--- src/rtl/oc_dispatch_arbiter_if.sv ---
// Handshake bundle between the operand-collector entries and the dispatch arbiter.
// master = OC / issue side, slave = arbiter.
interface oc_dispatch_arbiter_if #(
  parameter int unsigned NUM_OC = 4
);
  logic [NUM_OC-1:0] Ready_OC;
  logic [NUM_OC-1:0] Is_Mem_OC;
  logic              ALU_Ready;
  logic              MEM_Ready;
  logic [NUM_OC-1:0] ALU_Grt;
  logic [NUM_OC-1:0] MEM_Grt;
  logic [NUM_OC-1:0] Release_OC;
  logic [NUM_OC-1:0] Pending_OC;

  modport master (
    output Ready_OC, Is_Mem_OC, ALU_Ready, MEM_Ready,
    input  ALU_Grt, MEM_Grt, Release_OC, Pending_OC
  );

  modport slave (
    input  Ready_OC, Is_Mem_OC, ALU_Ready, MEM_Ready,
    output ALU_Grt, MEM_Grt, Release_OC, Pending_OC
  );
endinterface

--- src/rtl/oc_dispatch_arbiter.sv ---
// Issue-side arbiter for the 4-entry operand collector: independent round-robin
// grants to ALU and MEM, with a one-cycle release pulse back to each granted OC.
module oc_dispatch_arbiter #(
  parameter int unsigned NUM_OC = 4,
  parameter int unsigned PTR_W  = 2
) (
  input logic                  clk,
  input logic                  rst,
  oc_dispatch_arbiter_if.slave bus
);

  logic [PTR_W-1:0]  alu_ptr;
  logic [PTR_W-1:0]  mem_ptr;
  logic [NUM_OC-1:0] pending;

  logic [NUM_OC-1:0] elig;
  logic [NUM_OC-1:0] alu_req;
  logic [NUM_OC-1:0] mem_req;
  logic [PTR_W:0]    alu_pick;
  logic [PTR_W:0]    mem_pick;
  logic [NUM_OC-1:0] alu_grt;
  logic [NUM_OC-1:0] mem_grt;

  // Returns {found, index} of the first set request scanning upward from ptr.
  function automatic logic [PTR_W:0] rr_pick(input logic [NUM_OC-1:0] req,
                                             input logic [PTR_W-1:0]  ptr);
    logic [PTR_W:0]   res;
    logic [PTR_W-1:0] idx;
    res = '0;
    for (int unsigned k = 0; k < NUM_OC; k++) begin
      idx = ptr + PTR_W'(k);
      if (!res[PTR_W] && req[idx]) res = {1'b1, idx};
    end
    return res;
  endfunction

  always_comb begin
    elig     = bus.Ready_OC & ~pending;
    alu_req  = elig & ~bus.Is_Mem_OC & {NUM_OC{bus.ALU_Ready}};
    mem_req  = elig &  bus.Is_Mem_OC & {NUM_OC{bus.MEM_Ready}};
    alu_pick = rr_pick(alu_req, alu_ptr);
    mem_pick = rr_pick(mem_req, mem_ptr);
    alu_grt  = '0;
    mem_grt  = '0;
    if (!rst && alu_pick[PTR_W]) alu_grt[alu_pick[PTR_W-1:0]] = 1'b1;
    if (!rst && mem_pick[PTR_W]) mem_grt[mem_pick[PTR_W-1:0]] = 1'b1;
  end

  always_ff @(posedge clk or posedge rst) begin
    if (rst) begin
      alu_ptr <= '0;
      mem_ptr <= '0;
      pending <= '0;
    end else begin
      pending <= alu_grt | mem_grt;
      if (|alu_grt) alu_ptr <= alu_pick[PTR_W-1:0] + PTR_W'(1);
      if (|mem_grt) mem_ptr <= mem_pick[PTR_W-1:0] + PTR_W'(1);
    end
  end

  assign bus.ALU_Grt    = alu_grt;
  assign bus.MEM_Grt    = mem_grt;
  assign bus.Release_OC = pending;
  assign bus.Pending_OC = pending;

endmodule

--- src/flat_wrapper.sv ---
// flat-port wrapper written by rule: the top's interface ports become plain ports
module oc_dispatch_arbiter_flat 
#(
  parameter int unsigned NUM_OC = 4,
  parameter int unsigned PTR_W  = 2
)
  (clk, rst, bus_Ready_OC, bus_Is_Mem_OC, bus_ALU_Ready, bus_MEM_Ready, bus_ALU_Grt, bus_MEM_Grt, bus_Release_OC, bus_Pending_OC);
  oc_dispatch_arbiter_if #(.NUM_OC(NUM_OC)) bus_i ();
  input logic clk;
  input logic rst;
  input wire logic [$bits(bus_i.Ready_OC)-1:0] bus_Ready_OC;
  input wire logic [$bits(bus_i.Is_Mem_OC)-1:0] bus_Is_Mem_OC;
  input wire logic [$bits(bus_i.ALU_Ready)-1:0] bus_ALU_Ready;
  input wire logic [$bits(bus_i.MEM_Ready)-1:0] bus_MEM_Ready;
  output wire logic [$bits(bus_i.ALU_Grt)-1:0] bus_ALU_Grt;
  output wire logic [$bits(bus_i.MEM_Grt)-1:0] bus_MEM_Grt;
  output wire logic [$bits(bus_i.Release_OC)-1:0] bus_Release_OC;
  output wire logic [$bits(bus_i.Pending_OC)-1:0] bus_Pending_OC;
  assign bus_i.Ready_OC = bus_Ready_OC;
  assign bus_i.Is_Mem_OC = bus_Is_Mem_OC;
  assign bus_i.ALU_Ready = bus_ALU_Ready;
  assign bus_i.MEM_Ready = bus_MEM_Ready;
  assign bus_ALU_Grt = bus_i.ALU_Grt;
  assign bus_MEM_Grt = bus_i.MEM_Grt;
  assign bus_Release_OC = bus_i.Release_OC;
  assign bus_Pending_OC = bus_i.Pending_OC;
  oc_dispatch_arbiter #(.NUM_OC(NUM_OC), .PTR_W(PTR_W)) u_core (.clk(clk), .rst(rst), .bus(bus_i));
endmodule
--- config.mk ---
export PLATFORM = sky130hd
export DESIGN_NAME = oc_dispatch_arbiter_flat
export DESIGN_NICKNAME = d
export VERILOG_FILES = /design/src/rtl/oc_dispatch_arbiter_if.sv /design/src/rtl/oc_dispatch_arbiter.sv /design/src/flat_wrapper.sv
export SDC_FILE = /design/constraint.sdc
export NUM_CORES = 1
export LEC_CHECK = 0
export CAP_MARGIN = 15
export CELL_PAD_IN_SITES_DETAIL_PLACEMENT = 2
export CELL_PAD_IN_SITES_GLOBAL_PLACEMENT = 2
export CORE_ASPECT_RATIO = 1.1
export CORE_MARGIN = 2
export CORE_UTILIZATION = 27
export DETAILED_ROUTE_END_ITERATION = 16
export GPL_ROUTABILITY_DRIVEN = 0
export PLACE_DENSITY_LB_ADDON = 0.1
export SYNTH_ARGS = -nofsm -noshare
export SYNTH_HDL_FRONTEND = slang
export SYNTH_SLANG_ARGS = --single-unit
--- constraint.sdc ---
create_clock -name clk -period 3.6 [get_ports clk]
set_input_delay 1.08 -clock clk [delete_from_list [all_inputs] [get_ports clk]]
set_output_delay 1.08 -clock clk [all_outputs]
set_load 0.01 [all_outputs]
==> out/metrics.cfg, run 1 <==
[run_status]
status=finished clean

[critical_path]
crit_family=buffers and inverters
start_kind=primary input
worst_path_most_repeated_cell=buf_6
worstPathArrival_ns=2.51
r2r_start=u_core.bus.Pending_OC[0]$_DFF_PP0_
worst_setup_path_end_kind=primary output
critPathRequiredTime_ns=2.52
critical_path.max_stage_delay_ns=0.31
crit_chain=buf_8 > and4bb_1 > o221ai_2 > a22o_1 > buf_6 > buf_6 > ha_4 > and2_4 > buf_6
cp-endpoint=bus_ALU_Grt[2]
critical_path_buf_inv_count=4
regToRegEndpoint=u_core.mem_ptr[1]$_DFFE_PP0P_
reg2reg_depth=9
crit_cells=9
r2r_setup_slack_ns=0.93
critPathKind=primary input to primary output
crit_start=bus_Is_Mem_OC[1]
path_max_fanout=4
critPathSlowestCell=and4bb_1

[floorplanning]
initial_utilization_pct=28.98
die_y_um=61.78
die_area_um2=3492
io_pins=28
die_w_um=56.53
num_rows=20
core_um2=2828

[global_routing]
grt_util_met2_pct=43.19
grt.met3_usage_pct=3.727
grt_most_used_layer=met2
grt_pass1_wl_mm=5.747
grt_use_total_pct=22.36
grt_max_degree=9
overflow=0
grt_pass1_vias=1052
use_met1_pct=23.97
antenna_found_initial=0

[yosys]
yosysTopAreaCellShare_pct=24.43
synth_area_leader_cell=dfrtp_1
synthTopCellsByArea=dfrtp_1 24%, ha_1 12%, and4b_2 5.5%
ys_types=30
synth_area_per_cell_um2=10.64
ys_seq_elements=8
synthCells=77
ys_seq_area_share_pct=24.43
synth_nets=97
yosysWarnings=0
synthesis.area_um2=819.5

[power]
powerDensity_nw_per_um2=321.2
p_sw_share_pct=39.59
power.total_uw=508.0
internal_power_uw=306.9
pwr-share-seq_pct=31.0
combPwrFrac_pct=54.1
clock_power_share_pct=14.9
switchingPower_uw=201.1
p_leak_uw=0.0007049
ir_drop_v=0.0001683

[timing]
fin_hold_ws_ns=0.6484
fin_skew_ns=0.009209
post-route-min-period_ns=3.594
timing.final.hold_violations=0
fmax_mhz=278.2
rsz0062_at_grt=true
finalCritPeriodShare_pct=99.84
drv_slew=0
worstMarginPinSlew_ns=0.3655
slew_headroom_pct=75.37
setup_violations=0

[job]
cap_violations=0

[hold_path]
worst_hold_path_type=register to register
hp-start=u_core.mem_ptr[0]$_DFFE_PP0P_
hold_depth=2

[routing]
drt_iter0_drc=22
wl_per_cell_um=20.81
drc=0
drtAntennaViolNets=0
wirelength_mm=3.579
drt_pass1_iterations=4
viasPerCell=5.192
vias=893

[clocking]
clock_sinks=8
cts_made_buffers=3
clock_path_buffers=2
cts_root_buffer=clkbuf_4
clock_latency_ns=0.28
tritoncts=done
cts_max_level=1
cts.reportedPaths.clkPinSlew_ns=0.05
holdBufCountCts=0

[final_layout]
n_antenna_cell=0
fillers=263
seqCellArea_um2=200.2
final_nets=161
syn2layout_area_growth_pct=92.98
drive_gt1_share_pct=69.78
postLayoutCoreUtil_pct=55.93
multi_input_area_um2=752.0

[placed_design]
io_buffers=27
dp_hpwl_mm=2.174

[cell usage after synthesis]
master and instances:
nor2_1 2, o22ai_1 2, inv_1 5, and2_1 4, or2_1 4, mux2_1 1, o21a_1 2, o41a_2 1
ha_1 8, buf_4 4, o221ai_1 2, o221a_1 1, mux2i_1 1, and2_2 4, and4bb_2 1, nand4b_1 4
nand4bb_2 1, and4b_2 4, nand4bb_1 3, o22a_1 2, a22o_1 1, a41oi_2 2, nand2_1 1, a221oi_1 1
o41ai_2 1, dfrtp_1 8, mux2_4 2, a21oi_1 3, o21ai_0 1, and4bb_1 1
[cells by family (layout without fill, tap and decap cells)]
kind of cell / count (synthesis) / count (layout) / synth area share [%]
AND/OR/NAND/NOR: 29 / 29 / 30.07
AO/OA/AOI/OAI: 19 / 19 / 21.07
buffers and inverters: 9 / 71 / 5.955
adder cells (fa/ha/maj): 8 / 8 / 12.21
flip-flops: 8 / 8 / 24.43
multiplexers: 4 / 4 / 6.260
[how the worst min path moves through the flow]
| stage | endpoint | slack, ns |
|---|---|---|
| 3_3_place_gp | u_core.alu_ptr[1]$_DFFE_PP0P_ | 0.56 |
| 2_1_floorplan | u_core.alu_ptr[1]$_DFFE_PP0P_ | 0.53 |
| 6_report | u_core.mem_ptr[0]$_DFFE_PP0P_ | 0.65 |
| 5_1_grt | u_core.alu_ptr[1]$_DFFE_PP0P_ | 0.68 |
| 3_5_place_dp | u_core.alu_ptr[1]$_DFFE_PP0P_ | 0.59 |
| 4_1_cts | u_core.mem_ptr[0]$_DFFE_PP0P_ | 0.63 |
[per-stage QoR]
step	std cells	worst slack (ns)	setup TNS [ns]	cell area [um^2]
final	172	0.005768	0	1582
after global routing	172	-0.03381	-0.1192	1582
after CTS	168	0.008555	0	1511
after detailed placement	152	-0.9579	-7.714	1244
after global placement	152	-0.8971	-7.003	1244
after floorplan	77	0.2884	0	819.5
[state kept, by name (all words and copies together) (netlist names)]
name and cells:
u_core.alu_ptr 2, u_core.mem_ptr 2, u_core.bus.Pending_OC 4
[area by class of cell]
| type | count | share of cell area, % |
|---|---|---|
| multi-input combinational | 60 | 47.55 |
| tap | 33 | 2.611 |
| clock buffer | 3 | 1.424 |
| inverter | 5 | 1.345 |
| timing repair buffer | 63 | 34.41 |
| sequential | 8 | 12.66 |
[per-layer routing]
metal,share of wire [%],vias to the layer above
met5,0,-
met4,1.8,0
met3,4.8,5
met2,53,29
met1,41,435
li1,-,424
[cell usage in the layout (no fill, tap or decap), drive strengths merged]
master / netlist / routed
nor2: 2 / 2
o21a: 2 / 2
or2: 4 / 4
a22o: 1 / 1
a21oi: 3 / 3
nand4bb: 4 / 4
o221ai: 2 / 2
buf: 4 / 54
and4bb: 2 / 2
inv: 5 / 5
o221a: 1 / 1
a41oi: 2 / 2
o22a: 2 / 2
mux2: 3 / 3
dfrtp: 8 / 8
o21ai: 1 / 1
ha: 8 / 8
and2: 8 / 8
and4b: 4 / 4
o22ai: 2 / 2
clkbuf: 0 / 3
o41ai: 1 / 1
clkdlybuf4s50: 0 / 9
o41a: 1 / 1
a221oi: 1 / 1
nand2: 1 / 1
mux2i: 1 / 1
nand4b: 4 / 4
[tightest hold or removal path: cells and delay by family, from the launching register on]
kind / cells / cell delay (ns)
buffers and inverters: 1 / 0.11
DFF: 1 / 0.35
muxes: 1 / 0.14
[power groups by stage]
stage	logic, uW	clock network (uW)	registers (uW)
6_report	275	75.5	158
5_1_grt	294	81.9	164
4_1_cts	251	73.4	154
3_5_place_dp	189	0	145
3_3_place_gp	181	0	143
2_1_floorplan	109	0	137
[repair_timing]
item,CTS,global route
cloned,0,0
pin swaps,19,11
gates resized for setup,121,12
buffers inserted,13,4
setup endpoints to repair,8,8
Power figures use the tool's default switching activity.
==> inputs of run 2 (changes only) <==
- REMOVE_ABC_BUFFERS: default -> 1
==> out/metrics.cfg, run 2 (synthesis gave the netlist of run 1 again) <==
[power]
power.total_uw=472.5  ; -7.0%
p_leak_uw=0.0006512  ; -7.6%
ir_drop_v=0.0001949  ; +16%
powerDensity_nw_per_um2=320.0  ; -0.38%

[placed_design]
dp_hpwl_mm=2.047  ; -5.8%
postPlaceCellArea_um2=1214  ; -2.4%
dpl_worst_slack_ns=-0.8983  ; +0.05965 ns
io_buffers=27  ; unchanged

[job]
cap_violations=0  ; unchanged

[final_layout]
final_area_um2=1476  ; -6.6%
final_cell_mix=30 x buf_4, 9 x buf_6, 9 x clkdlybuf4s50_1
n_antenna_cell=0  ; unchanged
seqCellArea_um2=200.2  ; unchanged
layout_commonest_cell=buf_4
multi_input_area_um2=737.0  ; -2.0%
largest_register_ffs=4  ; unchanged
fillers=295  ; +12%
final_nets=153  ; -5.0%
drive_gt1_share_pct=69.47  ; -0.32 points
syn2layout_area_growth_pct=80.15

[clocking]
cts.reportedPaths.clkPinSlew_ns=0.06  ; about the same
clock_sinks=8  ; unchanged
tritoncts=done
clock_path_buffers=2  ; unchanged
cts_max_level=1  ; unchanged
cts_root_buffer=clkbuf_4
cts_made_buffers=3  ; unchanged
clock_latency_ns=0.26  ; -0.02 ns

[floorplanning]
initial_utilization_pct=28.98  ; unchanged
die_y_um=61.78  ; unchanged
core_um2=2828  ; unchanged
die_area_um2=3492  ; unchanged
num_rows=20  ; unchanged
io_pins=28  ; unchanged
die_w_um=56.53  ; unchanged

[routing]
drt_pass1_iterations=3  ; -1
vias=880  ; -1.5%
drc=0  ; unchanged
drt_iter0_drc=10  ; -55%
wl_per_cell_um=20.04  ; -3.7%
wirelength_mm=3.286  ; -8.2%
drtAntennaViolNets=0  ; unchanged
viasPerCell=5.366  ; +3.4%

[critical_path]
critPathRequiredTime_ns=2.52  ; about the same
worst_path_most_repeated_cell=buf_2
critPathKind=primary input to primary output
crit_chain=buf_2 > and4b_2 > a21oi_2 > o21a_1 > o22a_1 > ha_2 > and2_2 > buf_2
r2r_start=u_core.bus.Pending_OC[2]$_DFF_PP0_
crit_start=bus_Is_Mem_OC[0]
start_kind=primary input
path_max_fanout=3  ; -1
worstPathArrival_ns=2.48  ; -0.03 ns
r2r_setup_slack_ns=1.04  ; +0.11 ns
worst_setup_path_end_kind=primary output
critPathSlowestCell=and4b_2
critical_path.max_stage_delay_ns=0.28  ; -0.03 ns

[timing]
worstMarginPinSlew_ns=0.4332  ; +0.06770 ns
fmax_mhz=280.7  ; +0.91%
fin_skew_ns=0.001878  ; -0.007331 ns
drv_slew=0  ; unchanged
layout_setup_ws_ns=0.03802  ; +0.03226 ns
slew_headroom_pct=70.81  ; -4.6 points
fin_hold_ws_ns=0.6296  ; -0.01884 ns
finalCritPeriodShare_pct=98.94  ; -0.90 points
setup_violations=0  ; unchanged
fin_tns_setup_ns=0  ; unchanged
timing.final.hold_violations=0  ; unchanged
post-route-min-period_ns=3.562  ; -0.03226 ns

[global_routing]
antenna_found_initial=0  ; unchanged
overflow=0  ; unchanged
grt_use_total_pct=17.94  ; -4.4 points
grt_max_degree=9  ; unchanged
grt_pass1_wl_mm=4.678  ; -19%
grt_pass1_vias=962  ; -8.6%

[hold_path]
worst_hold_path_type=register to register
hp-start=u_core.alu_ptr[1]$_DFFE_PP0P_

[run_status]
status=finished clean

-- run 2: cell types whose count changed in the layout (fill, tap and decap cells not counted), sizes merged --
cell	delta
buf	-8
-- run 2: final timing paths --
check / cells past startpoint / end
setup / recovery: 8 / bus_MEM_Grt[3]
hold / removal: 1 / u_core.alu_ptr[1]$_DFFE_PP0P_
setup reg to reg: 9 / u_core.alu_ptr[1]$_DFFE_PP0P_
hold reg to reg: 1 / u_core.alu_ptr[1]$_DFFE_PP0P_
max in group asynchronous: 2 / u_core.bus.Pending_OC[3]$_DFF_PP0_
min in group asynchronous: 2 / u_core.bus.Pending_OC[2]$_DFF_PP0_
-- run 2: timing repair --
action                     in CTS  in global routing
pin swaps                      18                 11
setup buffers                  12                  1
hold buffers                    0                  0
setup endpoints to repair       8                  8
gates cloned                    0                  0
gates resized for setup       110                 13
-- run 2: worst max-delay path, delay by kind of cell --
family / cells / cell delay, ns
fa+ha+maj: 1 / 0.19
compound gates: 3 / 0.51
buf+inv: 2 / 0.24
simple gates: 2 / 0.46
-- run 2: per-stage QoR --
step / instances / utilization [%]
2_1_floorplan: 73 / -
5_1_grt: 164 / 52.21
3_5_place_dp: 148 / 42.92
6_report: 164 / 52.21
4_1_cts: 163 / 50.58
3_3_place_gp: 148 / 42.92
-- run 2: area by class of cell --
cell class                      count  area share (%)
Inverter                            5           1.610
Clock buffer                        3           1.525
Sequential cell                     8           13.56
Tap cell                           33           2.797
Timing Repair Buffer               55           30.59
Multi-Input combinational cell     60           49.92
-- run 2: routing by layer --
metal	up-vias	wire length, um	part of all wire [%]	GRT usage [%]
li1	406	-	-	-
met1	439	1379	42	20.71
met2	30	1715	52	32.72
met3	5	134	4.1	2.899
met4	0	57	1.7	9.184
met5	-	0	0	0
-- run 2: power by group --
group / total, uW / switching (uW) / internal [uW]
Sequential: 153 / 40.2 / 113
Clock: 71.6 / 33.3 / 38.3
Combinational: 248 / 107 / 141
